**config.mk**
```make
export PLATFORM = sky130hd
export DESIGN_NAME = opcode_sequencer
export DESIGN_NICKNAME = d
export VERILOG_FILES = /design/src/rtl/cpu_pkg.sv /design/src/rtl/pc_reg.sv /design/src/rtl/opcode_sequencer.sv
export SDC_FILE = /design/constraint.sdc
export NUM_CORES = 1
export LEC_CHECK = 0
export BUFFER_PORTS_ARGS = -buffer_cell sky130_fd_sc_hd__buf_2
export CORE_ASPECT_RATIO = 0.9
export CORE_MARGIN = 10
export CORE_UTILIZATION = 38
export CTS_CLUSTER_DIAMETER = 200
export DETAILED_ROUTE_END_ITERATION = 12
export GPL_TIMING_DRIVEN = 0
export PLACE_DENSITY = 0.67
export SLEW_MARGIN = 20
export SYNTH_ARGS = -nofsm -noshare
export SYNTH_HDL_FRONTEND = slang
export SYNTH_HIERARCHICAL = 1
export SYNTH_SLANG_ARGS = --single-unit
export TNS_END_PERCENT = 20
```
**constraint.sdc**
```tcl
create_clock -name clk -period 2.3 [get_ports clk]
set_input_delay 0.115 -clock clk [delete_from_list [all_inputs] [get_ports clk]]
set_output_delay 0.115 -clock clk [all_outputs]
set_load 0.01 [all_outputs]
```
**src/rtl/cpu_pkg.sv**
```systemverilog
// Shared definitions for the 4-bit CPU fetch/decode path.
// Holds sequencer state encoding, datapath widths, the halt opcode and the
// instruction field positions (opcode in the upper nibble, operand in the lower).
package cpu_pkg;
  localparam int PC_W    = 4;
  localparam int INSTR_W = 8;
  localparam int CTRL_W  = 11;
  localparam logic [3:0] HALT_OP = 4'hF;

  localparam int OPC_MSB = 7;
  localparam int OPC_LSB = 4;
  localparam int OPR_MSB = 3;
  localparam int OPR_LSB = 0;

  typedef enum logic [2:0] {FETCH, DECODE, EXECUTE, HALTED, HOLD} state_t;
endpackage

```
**src/rtl/pc_reg.sv**
```systemverilog
// Program counter register.
// Ports:
//   clk, rst  : clock, async active-high reset (pc -> 0)
//   load      : load load_val (takes priority over inc)
//   inc       : increment, wrapping modulo 2**PC_W
//   load_val  : jump target
//   pc        : current program counter
module pc_reg #(
  parameter int PC_W = 4
) (
  input  logic            clk,
  input  logic            rst,
  input  logic            load,
  input  logic            inc,
  input  logic [PC_W-1:0] load_val,
  output logic [PC_W-1:0] pc
);
  always_ff @(posedge clk or posedge rst) begin
    if (rst)       pc <= '0;
    else if (load) pc <= load_val;
    else if (inc)  pc <= pc + PC_W'(1);  // natural wrap at all-ones
  end
endmodule

```
**src/rtl/opcode_sequencer.sv**
```systemverilog
// Fetch/decode sequencer feeding the 16:1 control-word mux.
// Fetches an instruction over rom_req/rom_ack, drives the opcode onto the mux
// selects, registers the returned control word and presents it to the
// datapath with ctrl_valid until exec_done.
// Ports:
//   clk, rst            : clock, async active-high reset
//   rom_addr/req/ack/data : program ROM fetch handshake (rom_addr = pc)
//   sel3..sel0          : mux select = opcode (sel3 is MSB)
//   ctrl_in             : mux result (combinational return)
//   ctrl_word, operand  : registered control word / operand, qualified by ctrl_valid
//   exec_done, jmp_take : datapath completion; jump to operand when both high
//   halted              : sticky, set by the halt opcode, cleared only by rst
//   step                : single-step advance (only with SINGLE_STEP_EN)
// Build option: define SINGLE_STEP_EN to gate every fetch on a sampled step=1.
module opcode_sequencer #(
  parameter int         PC_W    = cpu_pkg::PC_W,
  parameter int         INSTR_W = cpu_pkg::INSTR_W,
  parameter int         CTRL_W  = cpu_pkg::CTRL_W,
  parameter logic [3:0] HALT_OP = cpu_pkg::HALT_OP
) (
  input  logic               clk,
  input  logic               rst,
  output logic [PC_W-1:0]    rom_addr,
  output logic               rom_req,
  input  logic               rom_ack,
  input  logic [INSTR_W-1:0] rom_data,
  output logic               sel3,
  output logic               sel2,
  output logic               sel1,
  output logic               sel0,
  input  logic [CTRL_W-1:0]  ctrl_in,
  output logic [CTRL_W-1:0]  ctrl_word,
  output logic               ctrl_valid,
  output logic [3:0]         operand,
  input  logic               exec_done,
  input  logic               jmp_take,
`ifdef SINGLE_STEP_EN
  input  logic               step,
`endif
  output logic               halted
);
  import cpu_pkg::*;

`ifdef SINGLE_STEP_EN
  localparam state_t RST_STATE  = HOLD;
  localparam state_t AFTER_EXEC = HOLD;
`else
  localparam state_t RST_STATE  = FETCH;
  localparam state_t AFTER_EXEC = FETCH;
`endif

  state_t          state, state_nx;
  logic [3:0]      sel;
  logic [PC_W-1:0] pc;
  logic            ack_ok, halt_dec, pc_load, pc_inc;

  // An ack only counts against a request we actually have on the bus.
  assign ack_ok   = (state == FETCH) && rom_req && rom_ack;
  // sel holds the latched opcode, so decode looks at it directly.
  assign halt_dec = (sel == HALT_OP);

  always_comb begin
    state_nx = state;
    pc_load  = 1'b0;
    pc_inc   = 1'b0;
    case (state)
      HOLD: begin
`ifdef SINGLE_STEP_EN
        if (step) state_nx = FETCH;
`else
        state_nx = FETCH;
`endif
      end
      FETCH:   if (ack_ok) state_nx = DECODE;
      DECODE:  state_nx = halt_dec ? HALTED : EXECUTE;
      EXECUTE: if (exec_done) begin
        state_nx = AFTER_EXEC;
        pc_load  = jmp_take;
        pc_inc   = !jmp_take;
      end
      HALTED:  state_nx = HALTED;
      default: state_nx = RST_STATE;
    endcase
  end

  // Outputs are registered from the next state so they line up with it.
  always_ff @(posedge clk or posedge rst) begin
    if (rst) begin
      state      <= RST_STATE;
      rom_req    <= 1'b0;
      sel        <= '0;
      operand    <= '0;
      ctrl_word  <= '0;
      ctrl_valid <= 1'b0;
      halted     <= 1'b0;
    end else begin
      state      <= state_nx;
      rom_req    <= (state_nx == FETCH);
      ctrl_valid <= (state_nx == EXECUTE);
      halted     <= (state_nx == HALTED);
      if (ack_ok) begin
        sel     <= rom_data[OPC_MSB:OPC_LSB];
        operand <= rom_data[OPR_MSB:OPR_LSB];
      end
      if (state == DECODE && !halt_dec) ctrl_word <= ctrl_in;
    end
  end

  pc_reg #(.PC_W(PC_W)) u_pc (
    .clk      (clk),
    .rst      (rst),
    .load     (pc_load),
    .inc      (pc_inc),
    .load_val (PC_W'(operand)),
    .pc       (pc)
  );

  assign rom_addr = pc;
  assign {sel3, sel2, sel1, sel0} = sel;
endmodule
```
==> results by group, run 1 <==
Status
  – Status: finished, final reports clean

Logic synthesis
  – Syn Nets: around 110
  – Post-synthesis instance area: about 1100 um^2
  – Post-Syn Instances: 80
  – Synth unique cells: 23
  – Register area share after synthesis: 0.6318
  – Seq cells post-synth: 29
  – Avg Synthesized Cell Area: about 14 um^2
  – Synth warnings: 6

Timing
  – Final number of setup-violating endpoints: 0
  – Final Hold Fails: 0
  – Final Skew: around 5.6 ps
  – Fin crit share: 0.8405
  – Slew headroom: 0.3823
  – Post-route minimum period: approximately 1900 ps
  – Tightest Pin Transition: just over 900 ps
  – Max Fclk: 517.3 MHz
  – WHS: approximately 18 ps
  – Total negative slack: 0 ps
  – RSZ-0062 raised after global routing: false
  – Final Max Slew Viols: 0

Finish
  – Commonest non-fill, non-tap cell in the layout: buf_2
  – Area taken by flip-flops and latches: 725.7 um^2
  – Most frequent cells in the layout: 50 x buf_2, 29 x dfrtp_1, 20 x mux2_2
  – Synthesis-to-finish area growth: 34.86%
  – Share of cells above drive strength 1: 0.5683
  – Non-Filler Instances: approximately 180
  – # nets final: 163
  – Total of fill cells in the finished design: 255
  – Max reg flops: 11
  – Antenna Cells: 0
  – Post-layout util: 0.5502
  – Biggest register: ctrl_word
  – Area taken by multi-input logic gates: between 400 and 500 um^2

Global route
  – Total track usage: 0.09691
  – Global routing usage on met2: 0.1803
  – Met1 Track Usage GR: 0.08041
  – Total global routing overflow: 0
  – GRT Max-Usage Layer: met2
  – GR Util met3: 0.04187
  – Vias in the first global route: 935
  – Antenna violations before repair: 0
  – Largest net degree at the start of global routing: 26
  – First-pass GRT wire length: 4.222 mm

Clock network
  – CTS clk-pin slew, worst paths: roughly 90 ps
  – Clk_lat worst skew: approximately 320 ps
  – Postcts setup bufs: 0
  – CTS resizes: 0
  – CTS Buf Count: 5
  – CTS Root Cell: clkbuf_4
  – H-Tree Depth: 2
  – CTS tree: done
  – TritonCTS Sinks: 29
  – Longest Clk Path Bufs: 2

Detailed routing
  – Via/cell ratio: approximately 4.5
  – Post-DR wirelength/cell: roughly 15 um
  – Post-route ant nets: 0
  – Via count: 806
  – Initial drt markers: 30
  – DRC viols: 0
  – DR pass1 iterations: 4
  – Final wirelength: approximately 2.6 mm

Critical path
  – Worst-path maximum fanout: 5
  – WS Path Type: reg -> reg
  – Worst r2r path cells: 4
  – Critical Path RT: between 2000 and 3000 ps
  – Critical Path Sink Type: flip-flop
  – Reg2Reg Launch Point: state[0]$_DFF_PP0_
  – Startpoint Class: flip-flop
  – Worst Path Arrival: about 2100 ps
  – Reg-to-Reg End: u_pc/pc[3]$_DFFE_PP0P_
  – Flop-to-flop setup slack: 370 ps

Floorplanning
  – Initial Util: 0.4080
  – Die Y: approximately 72 um
  – Die area: 5624 um^2
  – Die width: ~78 um
  – I/O pin cnt: 50
  – Rows: 18
  – Area of the core: about 2800 um^2

Power
  – Static Leakage: approximately 0.75 nW
  – Total power density per cell area: 1100 nW/um^2
  – Pwr Total: approximately 0.0017 W
  – Max VDD drop: 545.4 uV

Run
  – # Max-Cap Violations: 0

Placed design
  – Dpl hpwl: ~2.0 mm
  – Port Buffer Count: around 50
  – Placed cells: approximately 170
  – GP Congestion: between 0.6 and 0.7

Hold path
  – Hold Path Class: in -> reg
  – Min-Delay Startpoint: ctrl_in[4]
  – Worst Hold End: ctrl_word[4]$_DFFE_PP0P_
  – Hold path depth: 2
==> worst max path at each step <==
stage	start	endpoint	slack [ps]	depth (start not counted)
global placement	state[0]$_DFF_PP0_	u_pc/pc[3]$_DFFE_PP0P_	420	4
finish	state[0]$_DFF_PP0_	u_pc/pc[3]$_DFFE_PP0P_	370	4
floorplan	state[0]$_DFF_PP0_	u_pc/pc[3]$_DFFE_PP0P_	590	4
detailed placement	state[0]$_DFF_PP0_	u_pc/pc[3]$_DFFE_PP0P_	380	4
CTS	state[0]$_DFF_PP0_	u_pc/pc[3]$_DFFE_PP0P_	360	4
global route	state[0]$_DFF_PP0_	u_pc/pc[3]$_DFFE_PP0P_	190	4
==> cells by family (layout without fill, tap and decap cells) <==
| kind of cell | Yosys count | in the layout | synth area share |
|---|---|---|---|
| multiplexers | 21 | 21 | 0.2048 |
| other | 1 | 1 | 0.003265 |
| buffers and inverters | 4 | 63 | 0.01416 |
| flip-flops | 29 | 29 | 0.6318 |
| adder cells (fa/ha/maj) | 1 | 1 | 0.01089 |
| AO/OA/AOI/OAI | 5 | 5 | 0.02505 |
| XOR/XNOR | 3 | 3 | 0.02288 |
| AND/OR/NAND/NOR | 16 | 16 | 0.08716 |
==> worst max-delay path, stage by stage, from the launching register on <==
cell and delay (ps):
dfrtp_1 450, nor4_1 740, nand4_1 210, xnor2_1 160, mux2_2 260
==> layer usage <==
metal	wire length, um	vias up	part of all wire
met1	937	382	0.36
met5	0	-	0
met4	63	0	0.024
met3	230	5	0.088
met2	1385	25	0.53
li1	-	394	-
==> through the flow <==
stage	instance area (um^2)	setup WS [ps]
2_1_floorplan	1149	592.4
3_3_place_gp	1444	424.7
3_5_place_dp	1444	382.7
4_1_cts	1539	359.6
5_1_grt	1549	190.5
6_report	1549	366.9
==> report_power, final <==
part / total (W) / switching (W) / internal (W) / leakage (nW)
Sequential: 0.000777 / 0.000103 / 0.000674 / 0.350
Combinational: 0.000498 / 0.000238 / 0.000260 / 0.354
Clock: 0.000429 / 0.000169 / 0.000259 / 0.0455
==> cells in the mapped netlist <==
master	instances	area [um^2]
a21oi_1	1	5.000
a41oi_1	1	8.760
buf_2	1	5.000
conb_1	1	3.750
dfrtp_1	29	725.7
ha_1	1	12.51
inv_1	3	11.26
mux2_2	20	225.2
mux2i_1	1	10.01
nand2_1	6	22.52
nand2b_1	1	6.260
nand3b_1	1	7.510
nand4_1	1	6.260
nor2_1	1	3.750
nor2b_1	1	6.260
nor3_1	1	5.000
nor4_1	1	6.260
nor4_4	1	21.27
nor4b_1	1	8.760
o21ai_0	3	15.01
or2_2	1	6.260
xnor2_1	2	17.52
xor2_1	1	8.760
==> cell type report <==
class | count | share of cell area
Buffer | 1 | 0.003231
Clock buffer | 7 | 0.03554
Clock inverter | 1 | 0.01939
Inverter | 3 | 0.007270
Multi-Input combinational cell | 47 | 0.2625
Sequential cell | 29 | 0.4685
Tap cell | 40 | 0.03231
Timing Repair Buffer | 51 | 0.1712
==> repair_timing <==
item	in CTS	in global routing
hold buffers	1	1
setup endpoints to repair	0	0
hold endpoints to repair	4	1
(Power assumes the default switching activity.)
==> run 2: changes to the inputs <==
==> constraint.sdc (replaced) <==
create_clock -name clk -period 1.8 [get_ports clk]
set_input_delay 0.09 -clock clk [delete_from_list [all_inputs] [get_ports clk]]
set_output_delay 0.09 -clock clk [all_outputs]
set_load 0.01 [all_outputs]
==> results by group, run 2 (synthesis results as in run 1) <==
Floorplanning
  – I/O pin cnt: 50
  – Initial Util: 0.4080
  – Rows: 18
  – Die Y: 72.16 um
  – Area of the core: around 2800 um^2
  – Die area: between 5000 and 6000 um^2
  – Die width: about 78 um

Placed design
  – GP Congestion: 0.6931
  – Port Buffer Count: 49
  – Dpl hpwl: around 2 mm
  – Placed cell areas: ~1400 um^2

Critical path
  – WS Path Type: reg -> reg
  – Max incr delay on CP: about 670 ps
  – Worst-path maximum fanout: 10
  – Worst Path Arrival: 1890 ps
  – Slowest CP cell: nor4_4
  – Critical Path RT: ~2000 ps
  – Critical Path Sink Type: flip-flop
  – Critical Path, Cell by Cell: nor4_4 > mux2_2
  – Startpoint Class: flip-flop

Timing
  – Final Skew: ~5.3 ps
  – Tightest Pin Transition: 923.7 ps
  – Final Max Slew Viols: 0
  – WHS: about 90 ps
  – Final number of setup-violating endpoints: 0
  – Max Fclk: just under 600 MHz
  – Post-route minimum period: between 1500 and 2000 ps
  – Slew headroom: 0.3835
  – Fin crit share: 0.9349
  – RSZ-0062 raised after global routing: false
  – Final Hold Fails: 0

Power
  – Sw power: about 0.00066 W
  – Static Leakage: ~0.83 nW
  – Max VDD drop: just under 800 uV
  – Switching Share: 0.2997
  – Comb power frac: 0.302
  – Cell Int Power: 0.001551 W
  – Total power density per cell area: approximately 1300 nW/um^2
  – Seq pwr share: 0.450
  – Clock power share: 0.248

Detailed routing
  – Via/cell ratio: between 4 and 5
  – Post-route ant nets: 0
  – DR pass1 iterations: 4
  – Final wirelength: approximately 2.8 mm
  – Initial drt markers: 29
  – Post-DR wirelength/cell: 14.40 um
  – Via count: 890
  – DRC viols: 0

Finish
  – Commonest non-fill, non-tap cell in the layout: buf_2
  – Area taken by flip-flops and latches: around 730 um^2
  – # nets final: 181
  – Antenna Cells: 0
  – Total of fill cells in the finished design: around 230
  – Biggest register: ctrl_word
  – Most frequent cells in the layout: 50 x buf_2, 29 x dfrtp_1, 20 x mux2_2, 20 x dlygate4sd3_1, 6 x nand2_1
  – Max reg flops: 11
  – Fin area: 1750 um^2
  – Share of cells above drive strength 1: 0.5159
  – Area taken by multi-input logic gates: around 430 um^2
  – Synthesis-to-finish area growth: 52.40%

Global route
  – Vias in the first global route: 1024
  – Antenna violations before repair: 0
  – First-pass GRT wire length: around 4.7 mm
  – Total track usage: 0.1067
  – Largest net degree at the start of global routing: 26
  – Total global routing overflow: 0

Clock network
  – CTS tree: done
  – Clk_lat worst skew: approximately 320 ps
  – CTS Root Cell: clkbuf_4
  – CTS clk-pin slew, worst paths: ~90 ps
  – CTS Buf Count: 5
  – H-Tree Depth: 2
  – Postcts setup bufs: 0
  – Longest Clk Path Bufs: 2
  – TritonCTS Sinks: 29

Status
  – Status: finished, final reports clean

Run
  – # Max-Cap Violations: 0

Hold path
  – Hold Path Class: in -> reg
## run 2: cell types whose count changed in the layout (fill, tap and decap cells not counted), sizes merged
cell         change
dlygate4sd3     +18
## run 2: worst max-delay path: cells and delay by family (launching register included)
kind             cells  cell delay (ps)
AND/OR/NAND/NOR      1              670
flip-flops           1              490
multiplexers         1              410
## run 2: path summary, 6_finish.rpt
| kind | endpoint | start | slack (ps) | cells after the start |
|---|---|---|---|---|
| max in group asynchronous | operand[3]$_DFFE_PP0P_ | rst | 730 | 3 |
| min | state[1]$_DFF_PP0_ | exec_done | 90 | 3 |
| min reg2reg | ctrl_word[9]$_DFFE_PP0P_ | ctrl_word[9]$_DFFE_PP0P_ | 510 | 1 |
| max | sel[0]$_DFFE_PP0P_ | state[0]$_DFF_PP0_ | 120 | 2 |
| min in group asynchronous | u_pc/pc[2]$_DFFE_PP0P_ | rst | 190 | 3 |
| max reg2reg | sel[0]$_DFFE_PP0P_ | state[0]$_DFF_PP0_ | 120 | 2 |
## run 2: per-layer routing
metal | global-route usage | up-vias | part of all wire
met5 | 0 | - | 0
met1 | 0.09284 | 422 | 0.36
met4 | 0.07157 | 0 | 0.022
met2 | 0.2006 | 35 | 0.53
met3 | 0.04064 | 5 | 0.087
li1 | - | 428 | -
## run 2: final cells by class
type	count	share of cell area
timing repair buffer	69	0.2545
tap	40	0.02859
sequential	29	0.4146
buffer	1	0.002859
multi-input combinational	47	0.2445
clock buffer	7	0.03145
clock inverter	1	0.01716
inverter	3	0.006433
## run 2: power groups by stage
stage | registers (W) | logic, W | clock network [W]
3_3_place_gp | 0.000996 | 0.000632 | 0
6_report | 0.000997 | 0.000668 | 0.000550
5_1_grt | 0.00103 | 0.000734 | 0.000595
4_1_cts | 0.000997 | 0.000686 | 0.000564
3_5_place_dp | 0.00101 | 0.000649 | 0
2_1_floorplan | 0.00110 | 0.000239 | 0
## run 2: what timing repair did
item                                    CTS  global route
endpoints found under the setup margin    1             1
hold buffers                             20             0
hold endpoints to repair                 40             0
gates resized for setup                   2             1
## run 2: through the flow
step                total power [W]  setup WS, ps  TNS, ps  utilization  std cells
floorplan                  0.001342         92.40        0            -         80
CTS                        0.002248         82.97        0       0.6187        197
global placement           0.001628        -75.32   -75.32       0.5129        169
global route               0.002357         58.30        0       0.6218        197
finish                     0.002215         117.1        0       0.6218        197
detailed placement         0.001658        -117.3   -117.3       0.5129        169
